**src/rtl/act_row_streamer.sv**
```systemverilog
// act_row_streamer
//   Producer end of the 128-bit packed-activation stream feeding the conv3x3
//   line buffer. Walks a feature map row by row out of feature SRAM (1-cycle
//   read latency) and emits each word as a valid/ready beat tagged with
//   end-of-row and end-of-frame markers. A small skid FIFO absorbs the SRAM
//   latency so a consumer holding ready high gets one beat per cycle.
//
// Ports
//   clk, rst_n            clock, synchronous active-low reset
//   cfg_w_in/h_in/ic      frame geometry (width, height, channels), latched on start
//   cfg_base_addr         SRAM word address of row 0, latched on start
//   start                 1-cycle pulse, accepted only when idle
//   busy, done            busy while streaming; done pulses once at the end
//   mem_rd_en/addr/data   feature SRAM read port (data valid the cycle after en)
//   act_out_*             output stream: data, valid/ready, last_row, last_frame
//   out_row               row index of the beat currently at the FIFO head
module act_row_streamer #(
  parameter int ADDR_W     = 16,
  parameter int FIFO_DEPTH = 2
) (
  input  logic              clk,
  input  logic              rst_n,
  input  logic [15:0]       cfg_w_in,
  input  logic [15:0]       cfg_h_in,
  input  logic [15:0]       cfg_ic,
  input  logic [ADDR_W-1:0] cfg_base_addr,
  input  logic              start,
  output logic              busy,
  output logic              done,
  output logic              mem_rd_en,
  output logic [ADDR_W-1:0] mem_rd_addr,
  input  logic [127:0]      mem_rd_data,
  output logic [127:0]      act_out_data,
  output logic              act_out_valid,
  input  logic              act_out_ready,
  output logic              act_out_last_row,
  output logic              act_out_last_frame,
  output logic [15:0]       out_row
);

  localparam int PW = (FIFO_DEPTH > 1) ? $clog2(FIFO_DEPTH) : 1;
  localparam int CW = $clog2(FIFO_DEPTH + 1);

  typedef enum logic [1:0] {S_IDLE, S_RUN, S_DRAIN, S_DONE} state_t;

  typedef struct packed {
    logic [127:0] data;
    logic         last_row;
    logic         last_frame;
    logic [15:0]  row;
  } beat_t;

  state_t            state, state_nxt;
  logic [15:0]       h_q, rw_q, word_cnt, row_cnt;
  logic [ADDR_W-1:0] addr_q;

  // Read issued last cycle; its flags ride along until the data lands.
  logic              inflight, if_last_row, if_last_frame;
  logic [15:0]       if_row;

  beat_t             fifo_mem [FIFO_DEPTH];
  logic [PW-1:0]     rd_ptr, wr_ptr;
  logic [CW-1:0]     fifo_count;

  // Words per row: ceil(W*IC/64). The +63 is done one bit wider so it cannot
  // overflow the 32-bit product; the result is truncated to 16 bits.
  logic [31:0]       prod_in;
  logic [32:0]       sum_in;
  logic [15:0]       rw_in;
  assign prod_in = {16'b0, cfg_w_in} * {16'b0, cfg_ic};
  assign sum_in  = {1'b0, prod_in} + 33'd63;
  assign rw_in   = 16'(sum_in >> 6);

  logic last_word, last_frame_w, push, pop;
  logic [CW:0] occ;

  assign last_word    = (word_cnt == rw_q - 16'd1);
  assign last_frame_w = last_word && (row_cnt == h_q - 16'd1);
  assign push         = inflight;
  assign pop          = act_out_valid && act_out_ready;

  // Slots already claimed: stored beats plus the read still in flight. A pop
  // this cycle frees a slot, so issuing is allowed even at full occupancy.
  assign occ       = {1'b0, fifo_count} + (CW+1)'(inflight);
  assign mem_rd_en = (state == S_RUN) && ((occ < (CW+1)'(FIFO_DEPTH)) || pop);
  assign mem_rd_addr = addr_q;

  assign busy = (state == S_RUN) || (state == S_DRAIN);
  assign done = (state == S_DONE);

  // NOTE: next-state defaults to the current state before the case, so no
  // path leaves state_nxt unassigned and no latch is inferred.
  always_comb begin
    state_nxt = state;
    case (state)
      S_IDLE:  if (start) state_nxt = (cfg_h_in == 16'd0 || rw_in == 16'd0) ? S_DONE : S_RUN;
      S_RUN:   if (mem_rd_en && last_frame_w) state_nxt = S_DRAIN;
      S_DRAIN: if (!inflight && (fifo_count == '0 || (fifo_count == CW'(1) && pop)))
                 state_nxt = S_DONE;
      S_DONE:  state_nxt = S_IDLE;
      default: state_nxt = S_IDLE;
    endcase
  end

  // NOTE: all registered state uses non-blocking assignments so every flop
  // samples pre-edge values regardless of block ordering.
  always_ff @(posedge clk) begin
    if (!rst_n) state <= S_IDLE;
    else        state <= state_nxt;
  end

  always_ff @(posedge clk) begin
    if (!rst_n) begin
      h_q           <= '0;
      rw_q          <= '0;
      word_cnt      <= '0;
      row_cnt       <= '0;
      addr_q        <= '0;
      inflight      <= 1'b0;
      if_last_row   <= 1'b0;
      if_last_frame <= 1'b0;
      if_row        <= '0;
    end else begin
      inflight <= mem_rd_en;
      if (mem_rd_en) begin
        if_last_row   <= last_word;
        if_last_frame <= last_frame_w;
        if_row        <= row_cnt;
        // Rows are packed back to back, so a plain increment walks the frame.
        addr_q        <= addr_q + ADDR_W'(1);
        if (last_word) begin
          word_cnt <= '0;
          row_cnt  <= row_cnt + 16'd1;
        end else begin
          word_cnt <= word_cnt + 16'd1;
        end
      end
      if (state == S_IDLE && start) begin
        h_q      <= cfg_h_in;
        rw_q     <= rw_in;
        addr_q   <= cfg_base_addr;
        word_cnt <= '0;
        row_cnt  <= '0;
      end
    end
  end

  always_ff @(posedge clk) begin
    if (!rst_n) begin
      rd_ptr     <= '0;
      wr_ptr     <= '0;
      fifo_count <= '0;
    end else begin
      if (push) wr_ptr <= (wr_ptr == PW'(FIFO_DEPTH - 1)) ? '0 : wr_ptr + PW'(1);
      if (pop)  rd_ptr <= (rd_ptr == PW'(FIFO_DEPTH - 1)) ? '0 : rd_ptr + PW'(1);
      case ({push, pop})
        2'b10:   fifo_count <= fifo_count + CW'(1);
        2'b01:   fifo_count <= fifo_count - CW'(1);
        default: fifo_count <= fifo_count;
      endcase
    end
  end

  // NOTE: FIFO storage has no reset; occupancy is tracked by the reset
  // pointers/count and outputs are masked while empty.
  always_ff @(posedge clk) begin
    if (push) fifo_mem[wr_ptr] <= '{data: mem_rd_data, last_row: if_last_row,
                                    last_frame: if_last_frame, row: if_row};
  end

  beat_t head;
  assign head               = fifo_mem[rd_ptr];
  assign act_out_valid      = (fifo_count != '0);
  assign act_out_data       = act_out_valid ? head.data       : '0;
  assign act_out_last_row   = act_out_valid ? head.last_row   : 1'b0;
  assign act_out_last_frame = act_out_valid ? head.last_frame : 1'b0;
  assign out_row            = act_out_valid ? head.row        : '0;

endmodule

```
**config.mk**
```make
export PLATFORM = sky130hd
export DESIGN_NAME = act_row_streamer
export DESIGN_NICKNAME = d
export VERILOG_FILES = /design/src/rtl/act_row_streamer.sv
export SDC_FILE = /design/constraint.sdc
export NUM_CORES = 1
export LEC_CHECK = 0
export ABC_AREA = 1
export BUFFER_PORTS_ARGS = -buffer_cell sky130_fd_sc_hd__buf_4
export CAP_MARGIN = 0
export CORE_MARGIN = 2
export CORE_UTILIZATION = 50
export CTS_CLUSTER_SIZE = 24
export DETAILED_ROUTE_END_ITERATION = 6
export GPL_TIMING_DRIVEN = 0
export PLACE_DENSITY = 0.7
export SLEW_MARGIN = 20
export SYNTH_ARGS = -nofsm -noshare
export SYNTH_HDL_FRONTEND = slang
export SYNTH_SLANG_ARGS = --single-unit
```
**constraint.sdc**
```tcl
create_clock -name clk -period 9.1 [get_ports clk]
set_input_delay 2.275 -clock clk [delete_from_list [all_inputs] [get_ports clk]]
set_output_delay 2.275 -clock clk [all_outputs]
set_load 0.05 [all_outputs]
```
==> impl_metrics.py, run 1 <==
metrics = {
    "finish": {
        "nets": 3520,
        "finalInstanceArea_um2": 28960,
        "nFillCells": 4163,
        "layout.cells.most_common_list": "nand2_1 (526), inv_1 (439), nor2_1 (413)",
        "multi_input_area_um2": 11030,
        "layout_commonest_cell": "nand2_1",
        "drive_above_1_share": 0.1538,
        "area_growth_pct": 20.37,
        "regArea_um2": 10890,
    },
    "detailed_routing": {
        "drt-initial-drc-count": 1434,
        "dr.pass1.iters": 7,
        "vias_per_cell": 5.236,
        "vias": 19570,
        "routedWlPerCell_um": 18.01,
        "drc": 0,
        "drtAntennaViolNets": 0,
        "wirelength_um": 67310,
    },
    "clock_tree": {
        "cts-buffers-inserted": 43,
        "numClockSinks": 398,
        "cts_tree": "done",
        "hold_buffers": 0,
        "clk_latency_ps": 580,
        "root_buffer": "clkbuf_16",
        "htree_levels": 2,
        "cts_resized": 0,
        "clockBufferDepth": 3,
        "cts_setup_buffers": 0,
        "path_clk_slew_ps": 70,
    },
    "global_routing": {
        "grt_pass1_vias": 19520,
        "grt_max_degree": 104,
        "grt_usage": 0.2713,
        "grt_pass1_wl_um": 105400,
        "antenna_found_initial": 5,
        "grt.overflow.total": 0,
    },
    "synthesis": {
        "synthArstFlopShare": 0,
        "ys_types": 55,
        "synth_xor_area_frac": 0.02138,
        "yosysWarnings": 0,
        "synthAdderAreaFrac": 0.1716,
        "synth_top_family_by_area": "simple AND/OR/NAND/NOR gates",
        "yosys.area_share.simple": 0.1933,
        "yosys_most_used_dff": "edfxtp_1",
        "synthMuxAreaShare": 0,
        "synth_compound_area_frac": 0.07167,
        "syn_area_per_cell_um2": 8.929,
        "syn-num-nets": 3127,
        "synth_edf_count": 292,
        "ys_seq_area_frac": 0.4527,
        "syn_inst": 2694,
        "synth-seq-cells": 398,
        "syn_area_um2": 24060,
    },
    "sta": {
        "tns_ps": 0,
        "finClkSkew_ps": 35.16,
        "hold_viol": 0,
        "hold_ws_ps": 456.5,
        "min_period_over_period": 0.8838,
        "period_needed_ps": 8043,
        "rsz0062_at_grt": "false",
        "setup_viol": 0,
        "slew_viol_final": 0,
        "fmax_mhz": 124.3,
        "tightest_slew_ps": 948.9,
        "maxSlewHeadroom": 0.3651,
    },
    "pwr": {
        "power.density_nw_per_um2": 389.8,
        "peakVddDrop_v": 0.0004221,
        "p_leak_nw": 13.41,
    },
    "critical_path": {
        "cp_top_family": "adder cells",
        "path_buf_inv": 7,
        "cp_max_fo": 10,
        "worstSetupStartpointType": "input port",
        "critPathMostFrequentCell": "fa_1",
        "required_ps": 9610,
        "cp_slowest_cell": "clkbuf_1",
        "arrival_ps": 8550,
        "critPathMaxStageDelay_ps": 600,
        "end_kind": "register",
        "critical_path_class": "in2reg",
    },
    "die": {
        "die_h_um": 223.3,
        "die_w_um": 223.3,
        "core_area_um2": 47650,
        "rows": 80,
        "initial_core_util": 0.5049,
        "dieArea_um2": 49880,
        "io_pins": 362,
    },
    "place": {
        "numPortBuffers": 340,
        "gp_congestion": 0.9644,
        "placed_area_um2": 27580,
        "place_hpwl_um": 52160,
    },
    "min_path": {
        "min_path_type": "reg2reg",
    },
    "job": {
        "maxCapViolCount": 0,
    },
    "outcome": {
        "status": "complete, no violations",
    },
}
[final timing paths]
| kind | start | end | slack (ps) | depth (start not counted) |
|---|---|---|---|---|
| min reg2reg | if_last_frame | fifo_mem[1][16] | 460 | 0 |
| min | if_last_frame | fifo_mem[1][16] | 460 | 0 |
| max reg2reg | fifo_count[0] | mem_rd_addr[11] | 6120 | 11 |
| max | cfg_w_in[6] | state[1] | 1060 | 27 |
[flip-flops by register name, indices dropped and copies added (netlist names), named ones only]
name           flops
rw_q              16
fifo_count         2
wr_ptr             1
fifo_mem         292
row_cnt           16
rd_ptr             1
word_cnt          16
if_last_frame      1
h_q               16
if_last_row        1
mem_rd_addr       16
inflight           1
if_row            16
state              2
[layout make-up]
| cell class | instances | share of cell area |
|---|---|---|
| inverter | 451 | 0.05881 |
| sequential | 398 | 0.3761 |
| clock buffer | 53 | 0.03954 |
| clock inverter | 26 | 0.007692 |
| antenna | 2 | 0.0001728 |
| multi-input combinational | 1730 | 0.3808 |
| tap | 615 | 0.02658 |
| buffer | 115 | 0.01560 |
| timing repair buffer | 348 | 0.09472 |
[where the power goes]
group / internal [mW] / leakage (nW) / switching (mW) / total [mW]
registers: 2.24 / 3.52 / 0.133 / 2.37
clock network: 0.961 / 0.656 / 0.728 / 1.69
logic: 2.26 / 9.23 / 4.97 / 7.23
total: 5.46 / 13.4 / 5.83 / 11.3
[metrics by stage]
stage / util / power [mW] / cells / worst slack, ps
2_1_floorplan: - / 7.505 / 2694 / 1519
3_3_place_gp: 0.5746 / 9.585 / 3649 / -1659
3_5_place_dp: 0.5789 / 9.648 / 3657 / 535.1
4_1_cts: 0.6076 / 11.37 / 3736 / 1103
5_1_grt: 0.6077 / 12.25 / 3738 / 644.6
6_report: 0.6077 / 11.29 / 3738 / 1057
[worst reg2reg max path, stage by stage, from the launching register on]
cell and delay, ps:
dfxtp_1 340, inv_1 80, ha_1 220, clkinv_1 100
nand2_1 100, nand2_1 180, nand2_2 190, clkinv_2 200
clkbuf_1 550, clkbuf_1 600, a21oi_1 180, o21ai_0 170
[routing by layer]
layer  share of wire  global-route usage  vias to the layer above
met2            0.48              0.4545                      745
met5         0.00040                   0                        -
met1            0.41              0.3461                     9373
met4           0.030             0.09183                        4
met3           0.086             0.06598                      128
li1                -                   -                     9324
[synth_stat cells (7+ instances only)]
| cell | count | share of area |
|---|---|---|
| a21oi_1 | 54 | 0.011 |
| nor4_1 | 8 | 0.0021 |
| o21ai_0 | 211 | 0.044 |
| nand3_1 | 86 | 0.018 |
| xor2_1 | 42 | 0.015 |
| clkbuf_1 | 103 | 0.016 |
| nand2_2 | 14 | 0.0036 |
| a21oi_2 | 11 | 0.0040 |
| o22ai_1 | 9 | 0.0023 |
| edfxtp_1 | 292 | 0.36 |
| fa_1 | 155 | 0.13 |
| nand4_1 | 17 | 0.0044 |
| nor2_1 | 414 | 0.065 |
| nand3b_1 | 9 | 0.0028 |
| inv_1 | 440 | 0.069 |
| buf_2 | 7 | 0.0015 |
| nor3_1 | 19 | 0.0040 |
| dfxtp_1 | 106 | 0.088 |
| xnor2_1 | 9 | 0.0033 |
| nand2_1 | 526 | 0.082 |
| ha_1 | 82 | 0.043 |
[logic make-up (layout without fill, tap and decap cells)]
| family | Yosys count | after routing |
|---|---|---|
| AO/OA/AOI/OAI | 316 | 316 |
| XOR/XNOR | 54 | 54 |
| adder cells (fa/ha/maj) | 237 | 237 |
| buffers and inverters | 566 | 993 |
| flip-flops | 398 | 398 |
| other | 0 | 2 |
| AND/OR/NAND/NOR | 1123 | 1123 |
Power figures use the tool's default switching activity.
==> run 2: changes to the inputs <==
--- a/config.mk
+++ b/config.mk
@@ -9,11 +9,11 @@
 export BUFFER_PORTS_ARGS = -buffer_cell sky130_fd_sc_hd__buf_4
 export CAP_MARGIN = 0
 export CORE_MARGIN = 2
-export CORE_UTILIZATION = 50
+export CORE_UTILIZATION = 30
 export CTS_CLUSTER_SIZE = 24
 export DETAILED_ROUTE_END_ITERATION = 6
 export GPL_TIMING_DRIVEN = 0
-export PLACE_DENSITY = 0.7
+export PLACE_DENSITY = 0.46
 export SLEW_MARGIN = 20
 export SYNTH_ARGS = -nofsm -noshare
 export SYNTH_HDL_FRONTEND = slang
==> run 2 against run 1 <==
Effect of this change: combinational power rose by 2%; worst setup slack worse by 280 ps; worst hold slack worse by 14 ps; cell count rose by 12%; via count decreased by 2.4%; non-clock buffer count grew 1; wire length up 11%; clock skew grew 2.4 ps; power increased by 1.5%; critical path depth unchanged; die area grew 65%; largest cell class unchanged; highest routed layer is now met4.
==> impl_metrics.py, run 2 (synthesis results as in run 1) <==
metrics = {
    "global_routing": {
        "grt_max_degree": 89,
        "grt.overflow.total": 0,
        "antenna_found_initial": 3,
        "grt_pass1_vias": 19670,
        "grtUsageMet1": 0.2438,
        "grt_pass1_wl_um": 115200,
        "gr-usage-met3": 0.02802,
        "grt.busiest_layer": "met2",
        "use_met2": 0.3048,
        "grt_usage": 0.1801,
    },
    "sta": {
        "min_period_over_period": 0.9144,
        "hold_viol": 0,
        "period_needed_ps": 8321,
        "slew_viol_final": 0,
        "maxSlewHeadroom": 0.2268,
        "fmax_mhz": 120.2,
        "finClkSkew_ps": 37.57,
        "finalWorstSetupSlack_ps": 778.8,
        "rsz0062_at_grt": "false",
        "hold_ws_ps": 442.3,
        "setup_viol": 0,
        "tightest_slew_ps": 1156,
    },
    "place": {
        "post-place-cells": 4093,
        "post-place-ws_ps": 203.9,
        "numPortBuffers": 340,
        "gp_congestion": 0.8983,
        "place_hpwl_um": 58430,
    },
    "detailed_routing": {
        "routedWlPerCell_um": 17.88,
        "vias": 19110,
        "vias_per_cell": 4.573,
        "drtAntennaViolNets": 0,
        "dr.pass1.iters": 5,
        "wirelength_um": 74740,
        "drt-initial-drc-count": 1216,
        "drc": 0,
    },
    "finish": {
        "layout.cells.most_common_list": "nand2_1 (526), inv_1 (439), nor2_1 (413)",
        "drive_above_1_share": 0.1523,
        "top_register": "fifo_mem",
        "largest_reg_flops": 292,
        "area_growth_pct": 22.91,
        "nets": 3523,
        "final_cells": 4179,
        "layout_commonest_cell": "nand2_1",
    },
    "clock_tree": {
        "htree_levels": 2,
        "clockBufferDepth": 3,
        "cts_tree": "done",
        "cts_resized": 0,
        "hold_buffers": 0,
        "numClockSinks": 398,
        "cts-buffers-inserted": 45,
        "cts_setup_buffers": 0,
        "path_clk_slew_ps": 60,
        "root_buffer": "clkbuf_16",
        "clk_latency_ps": 580,
    },
    "critical_path": {
        "cp_slowest_cell": "clkbuf_1",
        "required_ps": 9540,
        "critPathMostFrequentCell": "nand2_1",
        "critPathMaxStageDelay_ps": 640,
        "cp_max_fo": 10,
        "critical_path_class": "in2reg",
        "end_kind": "register",
        "worstSetupStartpointType": "input port",
        "cp_top_family": "adder cells",
        "arrival_ps": 8760,
        "path_buf_inv": 6,
    },
    "die": {
        "die_h_um": 287.2,
        "dieArea_um2": 82470,
        "core_area_um2": 79130,
        "die_w_um": 287.2,
        "initial_core_util": 0.3040,
        "io_pins": 362,
        "rows": 103,
    },
    "pwr": {
        "peakVddDrop_v": 0.0003979,
        "p_leak_nw": 13.44,
        "finalPower_mw": 11.46,
        "power.density_nw_per_um2": 387.5,
    },
    "min_path": {
        "min_path_type": "reg2reg",
    },
    "outcome": {
        "status": "complete, no violations",
    },
    "job": {
        "maxCapViolCount": 0,
    },
}
==> run 2: worst register-to-register path, cell delays in order, from the launching register on <==
cell,delay [ps]
dfxtp_1,340
inv_1,90
ha_1,220
clkinv_1,160
nand2_1,130
nand2_1,110
nand2_2,170
clkinv_2,230
clkbuf_1,690
clkbuf_1,580
o21ai_0,190
a21oi_1,150
==> run 2: power breakdown <==
part / leakage (nW) / internal [mW] / switching, mW / total [mW]
registers: 3.52 / 2.24 / 0.131 / 2.37
logic: 9.24 / 2.27 / 5.08 / 7.35
clock network: 0.675 / 0.978 / 0.762 / 1.74
total: 13.4 / 5.49 / 5.97 / 11.5
==> run 2: path summary, 6_finish.rpt <==
| path | to | slack, ps | start | depth (start not counted) |
|---|---|---|---|---|
| min | fifo_mem[1][13] | 440 | if_row[13] | 0 |
| max reg2reg | if_row[4] | 5970 | fifo_count[0] | 11 |
| min reg2reg | fifo_mem[1][13] | 440 | if_row[13] | 0 |
| max | state[1] | 780 | cfg_ic[3] | 27 |
==> run 2: layer usage <==
layer | wire (um) | vias to the layer above
li1 | - | 9334
met1 | 34170 | 9211
met2 | 35300 | 489
met3 | 4071 | 78
met4 | 1199 | 0
met5 | 0 | -
==> run 2: cell type report <==
class	count	area, um2
Tap cell	1050	1314
Timing Repair Buffer	349	2770
Antenna cell	3	7.507
Fill cell	8130	49560
Multi-Input combinational cell	1730	11030
Inverter	451	1703
Clock inverter	32	246.5
Clock buffer	51	1159
Sequential cell	398	10890
Buffer	115	451.7
==> run 2: per-stage QoR <==
| stage | TNS (ps) | util | instance area (um2) |
|---|---|---|---|
| 6_report | 0 | 0.3737 | 29570 |
| 2_1_floorplan | 0 | - | 24060 |
| 3_5_place_dp | 0 | 0.3558 | 28150 |
| 3_3_place_gp | -342670 | 0.3529 | 27920 |
| 5_1_grt | 0 | 0.3736 | 29560 |
| 4_1_cts | 0 | 0.3736 | 29560 |
